### config.mk
export PLATFORM = sky130hd
export DESIGN_NAME = imem_loader
export DESIGN_NICKNAME = d
export VERILOG_FILES = /design/src/rtl/sisc_pkg.sv /design/src/rtl/byte_packer.sv /design/src/rtl/imem_loader.sv
export SDC_FILE = /design/constraint.sdc
export NUM_CORES = 1
export LEC_CHECK = 0
export ABC_AREA = 1
export ABC_CLOCK_PERIOD_IN_PS = 2100
export CAP_MARGIN = 20
export CORE_MARGIN = 2
export CORE_UTILIZATION = 45
export DETAILED_ROUTE_END_ITERATION = 6
export PLACE_DENSITY_LB_ADDON = 0.1
export SLEW_MARGIN = 20
export SYNTH_ARGS = -nofsm -noshare
export SYNTH_HDL_FRONTEND = slang
export SYNTH_SLANG_ARGS = --single-unit
### constraint.sdc
create_clock -name clk -period 2.1 [get_ports clk]
set_input_delay 0.525 -clock clk [delete_from_list [all_inputs] [get_ports clk]]
set_output_delay 0.525 -clock clk [all_outputs]
set_load 0.02 [all_outputs]
### src/rtl/sisc_pkg.sv
// Shared SISC definitions: core opcodes, bus widths and loader state encoding.
package sisc_pkg;

    localparam int unsigned BYTE_W    = 8;
    localparam int unsigned WORD_W    = 32;
    localparam int unsigned IMEM_AW   = 16;
    localparam int unsigned HDR_BYTES = 2;

    localparam logic [3:0] OP_ADD  = 4'h0;
    localparam logic [3:0] OP_SUB  = 4'h1;
    localparam logic [3:0] OP_AND  = 4'h2;
    localparam logic [3:0] OP_OR   = 4'h3;
    localparam logic [3:0] OP_LD   = 4'h8;
    localparam logic [3:0] OP_ST   = 4'h9;
    localparam logic [3:0] OP_BEQ  = 4'hC;
    localparam logic [3:0] OP_JMP  = 4'hD;

    typedef enum logic [2:0] {
        LD_IDLE   = 3'd0,
        LD_LEN_HI = 3'd1,
        LD_LEN_LO = 3'd2,
        LD_DATA   = 3'd3,
        LD_CHK    = 3'd4,
        LD_DONE   = 3'd5
    } ldr_state_e;

endpackage

### src/rtl/byte_packer.sv
// Big-endian 8-to-32 assembler: first byte of a word lands in [31:24].
module byte_packer
    import sisc_pkg::*;
(
    input  logic              clk,
    input  logic              i_rst,
    input  logic              i_clr,
    input  logic              i_en,
    input  logic [BYTE_W-1:0] i_byte,
    output logic [WORD_W-1:0] o_word_c,
    output logic              o_word_done_c
);

    localparam int unsigned SHIFT_W = WORD_W - BYTE_W;

    logic [SHIFT_W-1:0] r_shift;
    logic [1:0]         r_idx;

    // Shift in accepted bytes and track position within the current word
    always_ff @(posedge clk) begin
        if (i_rst || i_clr) begin
            r_shift <= '0;
            r_idx   <= '0;
        end else if (i_en) begin
            r_shift <= {r_shift[SHIFT_W-BYTE_W-1:0], i_byte};
            r_idx   <= r_idx + 2'd1;
        end
    end

    assign o_word_c      = {r_shift, i_byte};
    assign o_word_done_c = i_en && (r_idx == 2'd3);

endmodule

### src/rtl/imem_loader.sv
// Streams a length-prefixed, checksummed program image into instruction memory
// and releases the SISC core from reset only after a clean load.
module imem_loader
    import sisc_pkg::*;
#(
    parameter logic [IMEM_AW-1:0] BASE_ADDR = 16'h0000
) (
    input  logic               clk,
    input  logic               rst,
    input  logic               start,
    input  logic               in_valid,
    input  logic [BYTE_W-1:0]  in_data,
    output logic               in_ready,
    output logic               im_we,
    output logic [IMEM_AW-1:0] im_addr,
    output logic [WORD_W-1:0]  im_wdata,
    output logic               done,
    output logic               err,
    output logic               cpu_rst_f
);

    localparam int unsigned LEN_W = HDR_BYTES * BYTE_W;

    ldr_state_e         r_state;
    ldr_state_e         w_state_nxt;
    logic [LEN_W-1:0]   r_len;
    logic [LEN_W-1:0]   r_word_cnt;
    logic [BYTE_W-1:0]  r_chk;
    logic               r_im_we;
    logic [IMEM_AW-1:0] r_im_addr;
    logic [WORD_W-1:0]  r_im_wdata;
    logic               r_done;
    logic               r_err;
    logic               r_cpu_rst_f;

    logic               w_accept;
    logic               w_enter_hdr;
    logic               w_pack_en;
    logic               w_last_word;
    logic [WORD_W-1:0]  w_word_c;
    logic               w_word_done_c;

    assign in_ready    = (r_state == LD_LEN_HI) || (r_state == LD_LEN_LO) ||
                         (r_state == LD_DATA)   || (r_state == LD_CHK);
    assign w_accept    = in_valid && in_ready;
    assign w_enter_hdr = start && ((r_state == LD_IDLE) || (r_state == LD_DONE));
    assign w_pack_en   = w_accept && (r_state == LD_DATA);
    assign w_last_word = (r_word_cnt == LEN_W'(r_len - LEN_W'(1)));

    byte_packer u_packer (
        .clk           (clk),
        .i_rst         (rst),
        .i_clr         (w_enter_hdr),
        .i_en          (w_pack_en),
        .i_byte        (in_data),
        .o_word_c      (w_word_c),
        .o_word_done_c (w_word_done_c)
    );

    // State register
    always_ff @(posedge clk) begin
        if (rst) begin
            r_state <= LD_IDLE;
        end else begin
            r_state <= w_state_nxt;
        end
    end

    // Next-state decode
    always_comb begin
        w_state_nxt = r_state;
        unique case (r_state)
            LD_IDLE:   if (start) w_state_nxt = LD_LEN_HI;
            LD_LEN_HI: if (w_accept) w_state_nxt = LD_LEN_LO;
            LD_LEN_LO: begin
                if (w_accept) begin
                    w_state_nxt = ({r_len[BYTE_W-1:0], in_data} == '0) ? LD_CHK : LD_DATA;
                end
            end
            LD_DATA:   if (w_word_done_c && w_last_word) w_state_nxt = LD_CHK;
            LD_CHK:    if (w_accept) w_state_nxt = LD_DONE;
            LD_DONE:   if (start) w_state_nxt = LD_LEN_HI;
            default:   w_state_nxt = LD_IDLE;
        endcase
    end

    // Header capture, checksum, word writes and session status
    always_ff @(posedge clk) begin
        if (rst) begin
            r_len       <= '0;
            r_word_cnt  <= '0;
            r_chk       <= '0;
            r_im_we     <= 1'b0;
            r_im_addr   <= '0;
            r_im_wdata  <= '0;
            r_done      <= 1'b0;
            r_err       <= 1'b0;
            r_cpu_rst_f <= 1'b0;
        end else begin
            r_im_we <= 1'b0;
            if (w_enter_hdr) begin
                r_len       <= '0;
                r_word_cnt  <= '0;
                r_chk       <= '0;
                r_done      <= 1'b0;
                r_err       <= 1'b0;
                r_cpu_rst_f <= 1'b0;
            end
            if (w_accept) begin
                unique case (r_state)
                    LD_LEN_HI, LD_LEN_LO: begin
                        r_len <= {r_len[LEN_W-BYTE_W-1:0], in_data};
                        r_chk <= r_chk ^ in_data;
                    end
                    LD_DATA: begin
                        r_chk <= r_chk ^ in_data;
                        if (w_word_done_c) begin
                            r_im_we    <= 1'b1;
                            r_im_addr  <= IMEM_AW'(BASE_ADDR + r_word_cnt);
                            r_im_wdata <= w_word_c;
                            r_word_cnt <= r_word_cnt + LEN_W'(1);
                        end
                    end
                    LD_CHK: begin
                        r_done      <= 1'b1;
                        r_err       <= (in_data != r_chk);
                        r_cpu_rst_f <= (in_data == r_chk);
                    end
                    default: ;
                endcase
            end
        end
    end

    assign im_we     = r_im_we;
    assign im_addr   = r_im_addr;
    assign im_wdata  = r_im_wdata;
    assign done      = r_done;
    assign err       = r_err;
    assign cpu_rst_f = r_cpu_rst_f;

endmodule

**Word level (Yosys, flattened, before mapping)**

Index checks and enable logic that the tools add are counted.

- Flip-flop bits (word level): 121
- Bits of input ports: 12
- Output and inout bits: 53
- Word-level logic and storage cells: 77

- Add/subtract/negate cells: 3
- Equal/unequal tests: 14
- Mux-type cells: 27
- Bitwise gates (word level): 3
- Reductions and logical operators: 18

Operator list:

| cell | number |
|---|---|
| $mux 16 | 7 |
| $mux 8 | 3 |
| $mux 3 | 6 |
| $add 16x1->16 const B | 1 |
| $eq 16x16->1 | 1 |
| $logic_not 16->1 | 1 |
| $sub 16x1->16 const B | 1 |
| $pmux 3 s5 | 1 |
| $mux 1 | 10 |
| $eq 8x8->1 | 1 |
| $ne 8x8->1 | 1 |
| $xor 8x8->8 | 1 |
| $eq 3x2->1 const B | 2 |
| $eq 3x3->1 const B | 2 |
| $ne 2x2->1 const B | 3 |
| $reduce_or 3->1 | 2 |
| $logic_and 1x1->1 | 5 |
| $logic_or 1x1->1 | 5 |
| $reduce_and 5->1 | 1 |
| $ne 2x1->1 const B | 2 |
| $reduce_or 2->1 | 2 |
| $eq 3x1->1 const B | 1 |
| $logic_not 3->1 | 1 |
| $reduce_and 3->1 | 1 |
| 3 further kinds | 4 |

**Logic depth before layout (Yosys ltp)**

Gate-level depths: netlist (run 1).

- Depth in word-level cells: 10
- Mapped depth: 16
- Depth with buffers taken out: 16

**By module**

Synthesis (run 1) repeated with hierarchy kept, for this count alone.

- Cell total of the unflattened synthesis: 802
- Area total of the unflattened synthesis: 5640.4 sq um

By module, submodules not included:

| module | times used | cells an instance | area each (sq um) | seq. area each (sq um) |
|---|---|---|---|---|
| imem_loader | 1 | 627 | 4478.0 | 1901.8 |
| byte_packer | 1 | 175 | 1162.4 | 520.5 |

**Least setup slack after synthesis (run 1)**

Ideal clock, no wire load.

- Kind: register to register
- From: register r_len[0]
- To: register r_state[2]
- Setup time: 0.115 ns
- Arrival: 1.567 ns
- Required time: 1.985 ns
- Path slack: 0.418 ns
- Stages on the path, launching flop included: 16
- Clock period less this slack: 1.682 ns
- Cell sequence: dfxtp_1 > inv_1 > ha_1 > nand2_2 > nor2_1 > nand2_1 > nand2_1 > nor2_1 > nor2_1 > nand2_1 > nor2_1 > nand2_1 > nand2_2 > nand3_1 > nand2_1 > nor2_1

- Longest elaborated chain between the ends: 5

Ends and longest elaborated chain:

| item | line | text |
|---|---|---|
| start: declaration | imem_loader.sv:26 | `logic [LEN_W-1:0] r_len;` |
| start signal: assignment | imem_loader.sv:112 | `r_len <= {r_len[LEN_W-BYTE_W-1:0], in_data};` |
| $sub 16x1->16 | imem_loader.sv:48 | `assign w_last_word = (r_word_cnt == LEN_W'(r_len - LEN_W'(1)));` |
| $eq 16x16->1 | imem_loader.sv:48 |  |
| $logic_and 1x1->1 | imem_loader.sv:80 | `LD_DATA: if (w_word_done_c && w_last_word) w_state_nxt = LD_CHK;` |
| $ne 2x1->1 (no line) | -- |  |
| $reduce_and 5->1 (no line) | -- |  |
| end signal: assignment | imem_loader.sv:65 | `r_state <= w_state_nxt;` |
| end: declaration | imem_loader.sv:24 | `ldr_state_e r_state;` |

Parallel ways exist; a longest one is shown, timed or not. The select of a mux whose other input is x is not followed.
A chain may end at the register's enable or synchronous reset.

**Worst setup path after layout (run 1)**

- From: register r_state[0]
- To: output in_ready

- Longest elaborated chain between the ends: 4

Ends and longest elaborated chain:

| item | line | text |
|---|---|---|
| $eq 3x1->1 / $eq 3x2->1 (equally long branches) | imem_loader.sv:43 | `assign in_ready = (r_state == LD_LEN_HI) \|\| (r_state == LD_LEN_LO) \|\|` |
| $logic_or 1x1->1 (2 in series) | imem_loader.sv:43 |  |
| $logic_or 1x1->1 * | imem_loader.sv:44 | `(r_state == LD_DATA) \|\| (r_state == LD_CHK);` |
| end: declaration | imem_loader.sv:13 | `output logic in_ready,` |

Every way passes the cells marked *; elsewhere a longest branch is shown, timed or not.

==> reports/results.ini, run 1 <==
[power_and_ir_drop]
power_frac_seq_pct = 33.0
p_int_mw = 5.101
power-per-cell-area_nw_per_um2 = 1149
switchingPower_mw = 2.837
switching_share_pct = 35.74
p_clk_share_pct = 37.1
vdd_drop_max_v = 0.0008597
leakage_nw = 2.891
combPwrFrac_pct = 30.0

[floorplanning]
die_h_um = 112.3
die_area_um2 = 12600
io-pin-count = 65
rows = 39
dieWidth_um = 112.3
initial_core_util_pct = 46.19
coreArea_um2 = 11420

[worst_setup_path]
timing.rr.start = r_state[2]
cp.required_ps = 1570
path_cells = nor2_1 > nand2_1 > nand2_1 > clkdlybuf4s15_1
cp_common_cell = nand2_1
ff2ff_setup_slack_ps = 180
rr_worst_depth = 14
slowest_delay_ps = 330
cp_slowest_cell = dfxtp_1
end_kind = output pin
path_max_fanout = 3
critical_path_class = reg -> out
cp-start-kind = register
cp.arrival_ps = 1420
worstReg2RegEnd = r_state[1]

[route]
vias = 5075
drt-total-wl_um = 14320
avgViaCountPerCell = 5.126
drc = 3
drtPass1Iterations = 7
drtIter0Drc = 447
wire_per_inst_um = 14.46
final_antenna_net_count = 0

[worst_hold_path]
min_to = im_wdata[29]
min_path_cells = 2
hp-start = u_packer.r_shift[21]
min-delay-path-class = reg -> reg

[synthesis]
synth_top_area_share_pct = 45.93
synth_common_cells = nand2_1, dfxtp_1, inv_1, a21oi_1, nor2_1
yosysWarningCount = 0
netlist_instances = 748
yosysMostFrequentCell = nand2_1
yosys.area.top_type = dfxtp_1
seq_area_frac_synth_pct = 45.93
ys_seq_elements = 121
synth_area_leaders = dfxtp_1, nand2_1, a21oi_1
syn_area_um2 = 5274
synth_cell_types = 35
yosys_most_used_dff = dfxtp_1
synth_nets = 764
synth.avg_cell_area_um2 = 7.051
synth_edf_count = 0
async_flop_share_pct = 0

[sta]
rsz0062_at_grt = true
worst_pin_slew_ps = 999.1
finalHoldViolations = 0
clock.fmax_ghz = 0.5139
relSlewSlack_pct = 33.32
fin_crit_sh_pct = 92.65
final.setup.tns_ps = 0
setup_viol = 0
finClkSkew_ps = 7.413
drv_slew = 0
min_period_ps = 1946

[clock_tree]
cts_max_level = 4
cts_tree = yes
cts_hold_buffers = 0
cts_made_buffers = 17
post_cts_buffers = 0
clk_pin_slew_ps = 60
clockRootBuffer = clkbuf_16
cts.sinks = 121
cts_max_path_buffers = 2
clock_latency_ps = 420

[layout]
fin_cells = 990
utilization_pct = 60.50
nets = 850
fillers = 1080
drive_gt1_share_pct = 10.98
syn_to_final_growth_pct = 30.98
multi_input_area_um2 = 2541
diodes = 0
seqCellArea_um2 = 2429
stdcell_area_um2 = 6908

[global_routing]
antenna_found_initial = 0
grt_pass1_vias = 4756
grt_max_degree = 49
grt_pass1_wl_um = 23140
gr-total-overflow = 0
grtUsageTotal_pct = 22.91

[job]
cap_viol_max_count = 0

[status]
outcome = complete, but fails checks
violations = design-rule violations

[placed_design]
post_dp_cell_area_um2 = 6231
placedCellCount = 957
gp_congestion = 0.8670
place_hpwl_um = 10090
numPortBuffers = 64

[power groups by stage]
| stage | clock, mW | sequential [mW] | combinational [mW] |
|---|---|---|---|
| 6_report | 2.94 | 2.62 | 2.38 |
| 3_5_place_dp | 0 | 2.65 | 2.26 |
| 2_1_floorplan | 0 | 2.60 | 1.65 |
| 4_1_cts | 2.97 | 2.60 | 2.26 |
| 5_1_grt | 3.09 | 2.63 | 2.72 |
| 3_3_place_gp | 0 | 2.64 | 2.21 |
[layout make-up]
class / instances / area share, %
clock buffers: 18 / 6.358
multi-input cells: 530 / 36.79
flip-flops and latches: 121 / 35.16
clock inverters: 14 / 2.282
inverters: 69 / 3.822
well taps: 143 / 2.590
repair buffers: 95 / 13.00
[sequential cells by signal, summed over array words and instances (netlist names), 2 cells and up]
name and flops:
r_len 16, u_packer.r_idx 2, im_wdata 32, r_state 3, u_packer.r_shift 24, r_chk 8, im_addr 16, r_word_cnt 16
[per-stage QoR]
step	setup WS, ps	total power [mW]	hold WS [ps]
6_report	154.3	7.938	447.9
3_3_place_gp	-219.3	4.856	435.6
5_1_grt	-4.829	8.449	473.5
4_1_cts	31.03	7.826	452.7
3_5_place_dp	-229.0	4.904	438.2
2_1_floorplan	418.3	4.250	419.1
[metal layers]
layer  vias to the layer above  track usage, %  wire length, um
li1                       2571               -                -
met1                      2312           30.90             6718
met2                       170           36.27             6406
met3                        22           5.400              914
met4                         0           7.886              280
met5                         -               0                0
[cells by family after synthesis]
kind of cell / Yosys count / share of synthesized area (%)
fa+ha+maj: 4 / 0.9490
buf+inv: 98 / 7.331
flops: 121 / 45.93
simple gates: 380 / 29.77
xor+xnor: 17 / 2.823
compound gates: 128 / 13.19
[placed cells by master, fill, tap and decap left out, types with 3 or more instances in the layout]
cell	n
dfxtp_1	118
clkinvlp_4	3
nor2_4	7
xnor2_1	3
xor2_1	14
nand2_1	256
nand3b_1	3
nor2_2	5
nand3_1	33
inv_6	9
a21oi_1	63
nand2_2	3
nor3_1	6
a211oi_1	4
inv_1	62
inv_2	4
clkbuf_16	17
clkdlybuf4s50_1	63
nor2_1	55
buf_4	29
nand4_1	6
o21ai_0	47
a22o_1	5
[repair_timing]
action                     4_1_cts  5_1_grt
resized for setup                3       21
setup endpoints to repair        4       41
gates cloned                     0        1
pin swaps                        0        4
[worst max-delay path by stage]
stage | startpoint | endpoint | cells after the start
6_report | r_state[0] | in_ready | 4
5_1_grt | r_state[2] | r_state[2] | 14
4_1_cts | r_len[0] | r_state[1] | 16
3_5_place_dp | in_valid | r_word_cnt[2] | 6
3_3_place_gp | in_valid | r_word_cnt[2] | 6
2_1_floorplan | r_len[0] | r_state[2] | 15
[critical path: cells and delay by family (launching register included)]
family	cells	cell delay, ps
AND/OR/NAND/NOR	3	370
flip-flops	1	330
buffers and inverters	1	310
Note: power is estimated with default switching activity, not from simulation.
==> run 2, diff against run 1 <==
Settings changed: ABC_CLOCK_PERIOD_IN_PS 2100 to 2200.
Clock period 2.1 ns to 2.2 ns, I/O delays scaled along.
==> run 2 against run 1 <==
The flow now finishes without violations. Worst setup slack lost 32 ps. Clock skew shrank 3.2 ps. Global-route usage about the same. Critical endpoint unchanged. Largest cell class unchanged. Largest power group unchanged.
==> reports/results.ini, run 2 (synthesis results as in run 1) <==
[sta]
final.setup.tns_ps = 0
worst_slack_ps = 121.8
min_period_ps = 2078
finalHoldViolations = 0
fin_crit_sh_pct = 94.46
finClkSkew_ps = 4.241
setup_viol = 0
worst_hold_slack_ps = 449.8
clock.fmax_ghz = 0.4812
drv_slew = 0
relSlewSlack_pct = 74.91
worst_pin_slew_ps = 375.9
rsz0062_at_grt = false

[layout]
stdcell_area_um2 = 6853
final_common_cell = nand2_1
syn_to_final_growth_pct = 29.94
layout_common_cells = nand2_1, dfxtp_1, inv_1
largest_register_ffs = 32
diodes = 0
nets = 845
multi_input_area_um2 = 2482
fin_cells = 985
seqCellArea_um2 = 2422
utilization_pct = 60.02
drive_gt1_share_pct = 9.026
fillers = 1080

[worst_setup_path]
rr_worst_depth = 15
critical_path_class = reg -> out
cp.arrival_ps = 1530
path_max_fanout = 6
timing.rr.start = r_len[0]
cp-start-kind = register
worstReg2RegEnd = r_state[2]
ff2ff_setup_slack_ps = 190
cp.required_ps = 1650
end_kind = output pin

[route]
vias = 5003
wire_per_inst_um = 14.39
final_antenna_net_count = 0
drt-total-wl_um = 14170
drtIter0Drc = 346
drc = 0
drtPass1Iterations = 6
avgViaCountPerCell = 5.079

[power_and_ir_drop]
power-per-cell-area_nw_per_um2 = 1110
leakage_nw = 2.874
vdd_drop_max_v = 0.0007505
finalPower_mw = 7.604

[placed_design]
post_dp_cell_area_um2 = 6226
placedCellCount = 953
numPortBuffers = 64
dp_slack_ps = 63.02
place_hpwl_um = 10030
gp_congestion = 0.8678

[status]
outcome = finished clean

[floorplanning]
die_h_um = 112.3
die_area_um2 = 12600
coreArea_um2 = 11420
dieWidth_um = 112.3
initial_core_util_pct = 46.19
io-pin-count = 65
rows = 39

[clock_tree]
clk_pin_slew_ps = 60
cts_tree = yes
cts.sinks = 121
cts_made_buffers = 17
clockRootBuffer = clkbuf_16
clock_latency_ps = 410
cts_max_path_buffers = 2
cts_hold_buffers = 0
cts_max_level = 4

[global_routing]
grt_pass1_vias = 4700
antenna_found_initial = 0
grt_max_degree = 49
gr-total-overflow = 0
grtUsageTotal_pct = 22.87
grt_pass1_wl_um = 23180

[worst_hold_path]
min_to = im_wdata[20]
hp-start = im_wdata[20]
min-delay-path-class = reg -> reg
min_path_cells = 2

[job]
cap_viol_max_count = 0

[run 2: cell count changes in the layout (fill, tap and decap cells not counted), moves of 3 or more]
cell,change
buf_4,-6
inv_6,-6
clkinv_4,+4
dfxtp_1,+3
nor2_1,+3
nor2_4,-3
[run 2: routing by layer]
metal	track usage, %	up-vias	share of wire (%)
li1	-	2552	-
met1	31.96	2262	47
met2	35.22	172	45
met3	4.428	17	6.6
met4	8.618	0	1.3
met5	0	-	0
[run 2: report_power, final]
| part | internal, mW | switching, mW | total, mW |
|---|---|---|---|
| Clock | 1.81 | 1.08 | 2.89 |
| Combinational | 0.765 | 1.45 | 2.21 |
| Sequential | 2.33 | 0.168 | 2.50 |
[run 2: repair_timing]
item,CTS,global route
buffers inserted,0,0
endpoints found under the hold margin,0,0
gates resized for setup,1,4
endpoints found under the setup margin,1,3
[run 2: worst max-delay path, stage by stage, from the launching register on]
cell and delay, ps:
dfxtp_1 410, nor2_1 90, nor2_1 110, inv_1 80
nand2_1 90, dlygate4sd2_1 340
[run 2: worst max path at each step]
stage | start | to | slack (ps) | depth (start not counted)
after floorplan | r_len[0] | r_state[2] | 520 | 15
after global placement | in_valid | r_state[2] | 120 | 12
after detailed placement | in_valid | r_state[1] | 60 | 12
after CTS | r_state[1] | in_ready | 130 | 5
after global routing | r_state[1] | in_ready | 10 | 5
final | r_state[1] | in_ready | 120 | 5
[run 2: cell type report]
| type | count | share of cell area, % |
|---|---|---|
| Clock inverter | 14 | 2.757 |
| Timing Repair Buffer | 91 | 13.02 |
| Tap cell | 143 | 2.611 |
| Inverter | 69 | 3.779 |
| Sequential cell | 121 | 35.35 |
| Multi-Input combinational cell | 529 | 36.22 |
| Clock buffer | 18 | 6.263 |
